## config.mk

```make
export PLATFORM = sky130hd
export DESIGN_NAME = seq_restoring_divider
export DESIGN_NICKNAME = d
export VERILOG_FILES = /design/src/rtl/seq_restoring_divider.sv
export SDC_FILE = /design/constraint.sdc
export NUM_CORES = 1
export LEC_CHECK = 0
export CORE_MARGIN = 3
export CORE_UTILIZATION = 40
export CTS_CLUSTER_SIZE = 25
export DETAILED_ROUTE_END_ITERATION = 6
export PLACE_DENSITY = 0.68
export SLEW_MARGIN = 15
export SYNTH_ARGS = -nofsm -noshare
export SYNTH_HDL_FRONTEND = slang
export SYNTH_SLANG_ARGS = --single-unit
```

## constraint.sdc

```tcl
create_clock -name clk -period 2.3 [get_ports clk]
set_input_delay 0.46 -clock clk [delete_from_list [all_inputs] [get_ports clk]]
set_output_delay 0.46 -clock clk [all_outputs]
set_load 0.02 [all_outputs]
```

## src/rtl/seq_restoring_divider.sv

```systemverilog
// Multi-cycle unsigned restoring divider: one quotient bit per clock,
// start/busy/done handshake, results held until the next operation completes.
module seq_restoring_divider #(
  parameter int unsigned WIDTH = 4
) (
  input  logic             clk,
  input  logic             rst_n,
  input  logic             start,
  input  logic [WIDTH-1:0] dividend,
  input  logic [WIDTH-1:0] divisor,
  output logic             busy,
  output logic             done,
  output logic [WIDTH-1:0] quotient,
  output logic [WIDTH-1:0] remainder,
  output logic             div_by_zero
);

  localparam int unsigned RW = WIDTH + 1;
  localparam int unsigned CW = $clog2(WIDTH + 1);

  typedef enum logic [1:0] {
    S_IDLE = 2'd0,
    S_CALC = 2'd1,
    S_DONE = 2'd2
  } state_t;

  state_t           r_state;
  state_t           w_state_nxt;
  logic [RW-1:0]    r_rem;
  logic [RW-1:0]    w_rem_nxt;
  logic [WIDTH-1:0] r_q;
  logic [WIDTH-1:0] w_q_nxt;
  logic [WIDTH-1:0] r_d;
  logic [WIDTH-1:0] w_d_nxt;
  logic [CW-1:0]    r_cnt;
  logic [CW-1:0]    w_cnt_nxt;
  logic             r_dbz;
  logic             w_dbz_nxt;

  logic             w_busy_nxt;
  logic             w_done_nxt;
  logic [WIDTH-1:0] w_quo_nxt;
  logic [WIDTH-1:0] w_remo_nxt;
  logic             w_dbzo_nxt;

  logic [RW-1:0]    w_rs;
  logic [RW-1:0]    w_trial;

  // Shift {R,Q} left by one; trial subtraction as R + ~D + 1 in WIDTH+1 bits.
  assign w_rs    = RW'({r_rem, r_q[WIDTH-1]});
  assign w_trial = w_rs + ~{1'b0, r_d} + RW'(1);

  // State register and datapath registers
  always_ff @(posedge clk) begin
    if (!rst_n) begin
      r_state     <= S_IDLE;
      r_rem       <= '0;
      r_q         <= '0;
      r_d         <= '0;
      r_cnt       <= '0;
      r_dbz       <= 1'b0;
      busy        <= 1'b0;
      done        <= 1'b0;
      quotient    <= '0;
      remainder   <= '0;
      div_by_zero <= 1'b0;
    end else begin
      r_state     <= w_state_nxt;
      r_rem       <= w_rem_nxt;
      r_q         <= w_q_nxt;
      r_d         <= w_d_nxt;
      r_cnt       <= w_cnt_nxt;
      r_dbz       <= w_dbz_nxt;
      busy        <= w_busy_nxt;
      done        <= w_done_nxt;
      quotient    <= w_quo_nxt;
      remainder   <= w_remo_nxt;
      div_by_zero <= w_dbzo_nxt;
    end
  end

  // Next-state, datapath and output-register logic
  always_comb begin
    w_state_nxt = r_state;
    w_rem_nxt   = r_rem;
    w_q_nxt     = r_q;
    w_d_nxt     = r_d;
    w_cnt_nxt   = r_cnt;
    w_dbz_nxt   = r_dbz;
    w_done_nxt  = 1'b0;
    w_quo_nxt   = quotient;
    w_remo_nxt  = remainder;
    w_dbzo_nxt  = div_by_zero;

    case (r_state)
      S_IDLE: begin
        if (start) begin
          if (divisor != '0) begin
            w_d_nxt     = divisor;
            w_q_nxt     = dividend;
            w_rem_nxt   = '0;
            w_cnt_nxt   = CW'(WIDTH);
            w_dbz_nxt   = 1'b0;
            w_state_nxt = S_CALC;
          end else begin
            // Divide by zero skips the iteration and reports all-ones quotient.
            w_q_nxt     = '1;
            w_rem_nxt   = {1'b0, dividend};
            w_dbz_nxt   = 1'b1;
            w_state_nxt = S_DONE;
          end
        end
      end
      S_CALC: begin
        if (!w_trial[RW-1]) begin
          w_rem_nxt = w_trial;
          w_q_nxt   = {r_q[WIDTH-2:0], 1'b1};
        end else begin
          w_rem_nxt = w_rs;
          w_q_nxt   = {r_q[WIDTH-2:0], 1'b0};
        end
        w_cnt_nxt = r_cnt - CW'(1);
        if (r_cnt == CW'(1)) begin
          w_state_nxt = S_DONE;
        end
      end
      S_DONE: begin
        w_done_nxt  = 1'b1;
        w_quo_nxt   = r_q;
        w_remo_nxt  = r_rem[WIDTH-1:0];
        w_dbzo_nxt  = r_dbz;
        w_state_nxt = S_IDLE;
      end
      default: begin
        w_state_nxt = S_IDLE;
      end
    endcase

    w_busy_nxt = (w_state_nxt == S_CALC);
  end

endmodule
```

==> impl_results.md <==
- Status: completed
- FF+latch count, synth: 29
- Starting Density: 0.437
- Post-Syn Nets: 188
- Main synth FF type: dfxtp_1
- Initial antenna violation count: 0
- Clk_skew: 0.00488 ns
- Vias in the first global route: 1213
- Mapped Cells: 170
- Area fraction in compound gates after synthesis: 0.179
- Post-route DRC: 0
- Period utilisation layout: 0.942
- Crit path largest cell delay: 0.35 ns
- IO Count: 22
- CTS tree: yes
- Final number of setup-violating endpoints: 0
- DP HPWL: 2340 um
- Leakage: 0.693 nW
- Final Worst Setup Slack: 0.133 ns
- Detailed Routing Iterations Pass 1: 4
- Pre-CTS setup slack: -0.156 ns
- Slowest library cell on the worst path: dfxtp_2
- Wire per inst: 12.9 um
- EDFF count, synth: 0
- Worst-Margin Slew: 0.565 ns
- Max clock buf depth: 2
- Fillcell total: 310
- CTS H-Tree Depth: 2
- Worst VDD drop: 0.362 mV
- Vias per inst: 5.19
- CTS root buffer: clkbuf_4
- Cell Rows: 20
- PortBufs: 21
- Layout area overhead: 30.3%
- Post-synthesis xor/xnor area fraction: 0.0189
- Cts bufs inserted: 5
- Clk_lat worst skew: 0.33 ns
- Die extent in y: 65.0 um
- Clock slew at reported path FFs: 0.09 ns
- Async SR Flop Fraction: 0
- Syn_area_per_cell: 8.18 sq um
- CP top delay family: adder cells
- Hold Buf Count CTS: 0
- First-pass GRT wire length: 5420 um
- Max-slew violations: 0
- Mapped Area: 0.00139 sq mm
- CP Launch Point: r_q[3]
- Die area: 0.00422 sq mm
- Kind of critical path: flip-flop to flip-flop
- Min-delay worst type: flip-flop to flip-flop
- Pin count of the biggest net entering global routing: 13
- Crit path buf inv count: 2
- WP data arrival: 2.43 ns
- Worst endpoint required time: 2.56 ns
- Hold Path Origin: div_by_zero
- Initial DRC Count: 53
- Layout cells sized above 1: 0.163
- Post-synthesis adder-cell area fraction: 0.0684
- Max cap viols: 0
- Nets@finish: 220
- DIE WIDTH: 65.0 um
- Diode count: 0
- Clock sinks: 29
- Antenna viol nets, final: 0
- PwrDens: 701 mW/mm^2
- Simple-gate share of the synthesized area: 0.216
- Mux cell area share after synthesis: 0.0531
- Final wirelength: 3180 um
- GRT Util Overall: 0.168
- Netlist cell types: 35
- Fmax: 461 MHz
- RePlAce Congestion: 0.862
- Vias: 1282
- Crit path launch type: flip-flop
- Largest family of logic cells by synthesized area: simple AND/OR/NAND/NOR gates
- Number of synthesis warnings: 0
- CORE AREA: 0.00318 sq mm
- Final setup TNS: 0 ns
- Worst r2r src: r_q[3]
- Slew margin rel.: 0.622
- GR Overflow Total: 0
- Register area share after synthesis: 0.418
- CP cell instances: inv_1 -> ha_1 -> fa_2 -> nand2b_4 -> a21oi_4 -> xor2_1 -> buf_4 -> mux2_2 -> a211oi_2
- Crit-path max FO: 4
- Crit end category: flip-flop
- Final hold violations: 0
- Tmin final: 2.17 ns
-- cell type report --
type	instances	area [sq um]	area share
well taps	44	55.1	0.0304
flip-flops and latches	29	582	0.321
clock buffers	7	65.1	0.0359
multi-input cells	124	771	0.425
repair buffers	33	300	0.166
inverters	9	33.8	0.0186
clock inverters	1	5.00	0.00276
-- worst reg2reg max path, cell delays in order, from the launching register on --
cell	delay, ns
dfxtp_2	0.35
inv_1	0.06
ha_1	0.22
fa_2	0.35
nand2b_4	0.16
a21oi_4	0.15
xor2_1	0.15
buf_4	0.15
mux2_2	0.35
a211oi_2	0.17
-- cells by family after synthesis --
family,Yosys count
xor gates and xnor gates,3
and+or+nand+nor,65
adders and majority gates,7
DFF,29
buffers and inverters,17
muxes,7
AOI/OAI and AO/OA,42
-- cell usage after synthesis (2+ instances only) --
cell      count  area (sq um)
xor2_1        3          26.3
nand2_1      32           120
clkbuf_1      6          22.5
a31oi_1       7          43.8
mux2_2        3          33.8
inv_1         9          33.8
nor2b_1       2          12.5
a21oi_1      16          80.1
ha_1          6          75.1
nor2_1       13          48.8
dfxtp_1      29           581
nand2b_1      6          37.5
mux2i_1       4          40.0
o21ai_0      11          55.1
nand3b_1      3          22.5
-- sequential cells by signal (all words and copies together) (netlist names) --
signal       flops
div_by_zero      1
remainder        4
r_q              4
busy             1
done             1
r_rem            4
r_cnt            3
r_state          2
quotient         4
r_dbz            1
r_d              4
-- worst paths after layout --
kind         depth (start not counted)  slack (ns)          end
max                                  9        0.13     r_rem[1]
min                                  2        0.46  div_by_zero
max reg2reg                          9        0.13     r_rem[1]
min reg2reg                          2        0.46  div_by_zero
-- routing by layer --
metal,up-vias,wire length (um),track usage
li1,646,-,-
met4,0,41,0.0607
met2,42,1490,0.264
met3,8,227,0.0659
met1,586,1420,0.208
met5,-,0,0
-- cell usage in the layout, fill, tap and decap left out, types with 2 or more instances in the layout --
cell type	count
nand3b_1	3
mux2i_1	4
ha_1	6
nand2_1	32
mux2_2	3
clkbuf_8	2
inv_1	9
dfxtp_1	28
nor2b_1	2
a31oi_1	7
o21ai_0	11
a21oi_1	15
xor2_1	3
nand2b_1	5
nor2_1	13
buf_4	12
clkbuf_4	5
clkdlybuf4s50_1	21
-- metrics by stage --
| stage | hold slack (ns) | instance area [sq um] | util | power, mW | std cells |
|---|---|---|---|---|---|
| floorplan | 0.428 | 1390 | - | 0.753 | 170 |
| CTS | 0.460 | 1780 | 0.560 | 1.24 | 246 |
| detailed placement | 0.447 | 1690 | 0.532 | 0.860 | 236 |
| global placement | 0.443 | 1690 | 0.532 | 0.850 | 236 |
| global route | 0.480 | 1810 | 0.570 | 1.35 | 247 |
| finish | 0.459 | 1810 | 0.570 | 1.27 | 247 |
-- power by group --
group,internal [mW],total [mW],switching [mW]
Clock,0.177,0.354,0.177
Sequential,0.536,0.568,0.0320
Combinational,0.181,0.349,0.168
-- timing repair --
item                       4_1_cts  5_1_grt
setup endpoints to repair        2        2
buffers inserted                 2        1
gates resized for setup          1        5
pin swaps                        2        2
(Power assumes the default switching activity.)
==> RTL change (same flow settings) <==
The 3 states of `state_t` get a one-hot encoding in 3 bits.
--- a/src/rtl/seq_restoring_divider.sv
+++ b/src/rtl/seq_restoring_divider.sv
@@ -19,8 +19,8 @@
   localparam int unsigned CW = $clog2(WIDTH + 1);
 
-  typedef enum logic [1:0] {
-    S_IDLE = 2'd0,
-    S_CALC = 2'd1,
-    S_DONE = 2'd2
+  typedef enum logic [2:0] {
+    S_IDLE = 3'b001,
+    S_CALC = 3'b010,
+    S_DONE = 3'b100
   } state_t;
 
Formal check against the unedited RTL: same outputs for any inputs over 10 cycles, from zero or initial values and one cycle with rst_n low; not proved beyond that.
==> RTL change against the original RTL <==
  * Wire length rose by 2.8%
  * Synthesized area is 5.9% higher
  * Setup slack improved by 5.7 ps
  * Total power is 7.0% lower
  * Sequential cell count up 1
  * Count of clock-buffer cells in the layout fell by 2
  * Cell area is 1.7% higher
  * Critical endpoint is now r_rem[3]$_SDFFE_PN0P_
  * Sequential share of layout area up 0.47 points
==> RTL change: results (changes against the original RTL) <==
Synth Net Count 168 (-11%); Worst Tran Pin Value 508 ps (-57.1 ps); met3 Resource Use GR 7.42% (+0.83 points); initial detailed-routing violation count 68 (+28%); Synth Area in Adders 6.46% (-0.38 points); top cells by area, synth dfxtp_1, mux2i_1, nor2b_1; Non-clk invs 8 (-1); CP Data Arrival Time 2310 ps (-120 ps); switching power 329 µW (-13%); wire per inst 14.7 µm (+14%); dpl cells 216 (-8.5%); gr usage total 16.9% (+0.036 points); Synth Area in XOR/XNOR 2.30% (+0.41 points); post-synthesis sequential area ratio 40.8% (-0.95 points); worst skew pair latency 290 ps (-40 ps); layout cells sized above 1 14.7% (-1.6 points); outcome complete, no violations; M1 WL 1340 µm (-5.4%); non-clk buf share 14.3% (-2.3 points); post-synth cell types 39 (+11%); buffers outside the clock class 28 (-15%); Yosys reg bits 30 (+3.4%); Die ar. 0.00444 mm² (+5.3%); global placer's final weighted congestion 0.853 (-1.1%); Highest Signal Layer met4; Seq/total area 32.6% (+0.47 points); number of global-route vias before repair 1,196 (-1.4%); placed cell areas 0.00175 mm² (+3.6%); Final HPWL DP 2420 µm (+3.7%); Final #Nets 195 (-11%); P&R area growth vs syn 25.3%; Post-CTS Setup Bufs 0 (-2); met1 GRT Util 17.5% (-3.3 points); power share of the clock group 33.2% (+5.3 points); largest net degree at the start of global routing 15 (+2); Worst Path Max Fanout 7 (+3); Num CTS Buffers 5 (unchanged); clk slew on worst S/H paths 70 ps (-20 ps); most frequent cells after synthesis dfxtp_1, nand2_1, nor2b_1; drt total wl 3270 µm (+2.8%); Fillers 316 (+1.9%); area of the multi-input gates 813 µm² (+5.5%); post-synth top area cell dfxtp_1; Mapped Avg Cell Area 9.81 µm² (+20%); clock root buffer clkbuf_8; via/cell ratio 5.17 (-0.38%); Leakage 0.000651 µW (-6.0%); clock network area share 4.28% (+0.41 points); global-route met2 utilization 28.6% (+2.2 points); multi-input combinational cell count 104 (-16%); post_cts resized 0 (-1); DR pass1 iterations 5 (+1); Clock Skew 7.92 ps (+3.04 ps); met3 WL 170 µm (-25%); first-pass GRT wire length 5490 µm (+1.4%); PnR Total Power 1180 µW (-7.0%); Worst VDD drop 0.447 mV (+23%); Compound-Gate Fraction of Synth Area 17.8% (-0.14 points); pre-CTS worst setup slack 115 ps (+271 ps); met2 wire length 1720 µm (+16%)
==> RTL change: cell types whose count changed after synthesis, moves of 5 or more <==
cell      unedited run  this run
nand2b_1             6         1
a21oi_1             16         4
mux2i_1              4        11
a31oi_1              7         0
nand2_1             32        16
nor2b_1              2        13
o21ai_0             11         4
nor2_1              13         4
==> RTL change: critical path: stages (launching register included) <==
cell and delay (ps):
dfxtp_1 330, inv_1 50, ha_1 220, fa_1 410
nand2b_1 170, a21oi_2 240, xor2_4 280, mux2i_1 240
a21oi_1 90
==> RTL change: final timing paths <==
check | startpoint | to | slack [ps] | cells after the start
worst max-delay path | r_q[3]$_SDFFE_PN0P_ | r_rem[3]$_SDFFE_PN0P_ | 140 | 8
worst max register to register | r_q[3]$_SDFFE_PN0P_ | r_rem[3]$_SDFFE_PN0P_ | 140 | 8
worst min-delay path | r_dbz$_SDFFE_PN0P_ | r_dbz$_SDFFE_PN0P_ | 470 | 2
worst min register to register | r_dbz$_SDFFE_PN0P_ | r_dbz$_SDFFE_PN0P_ | 470 | 2
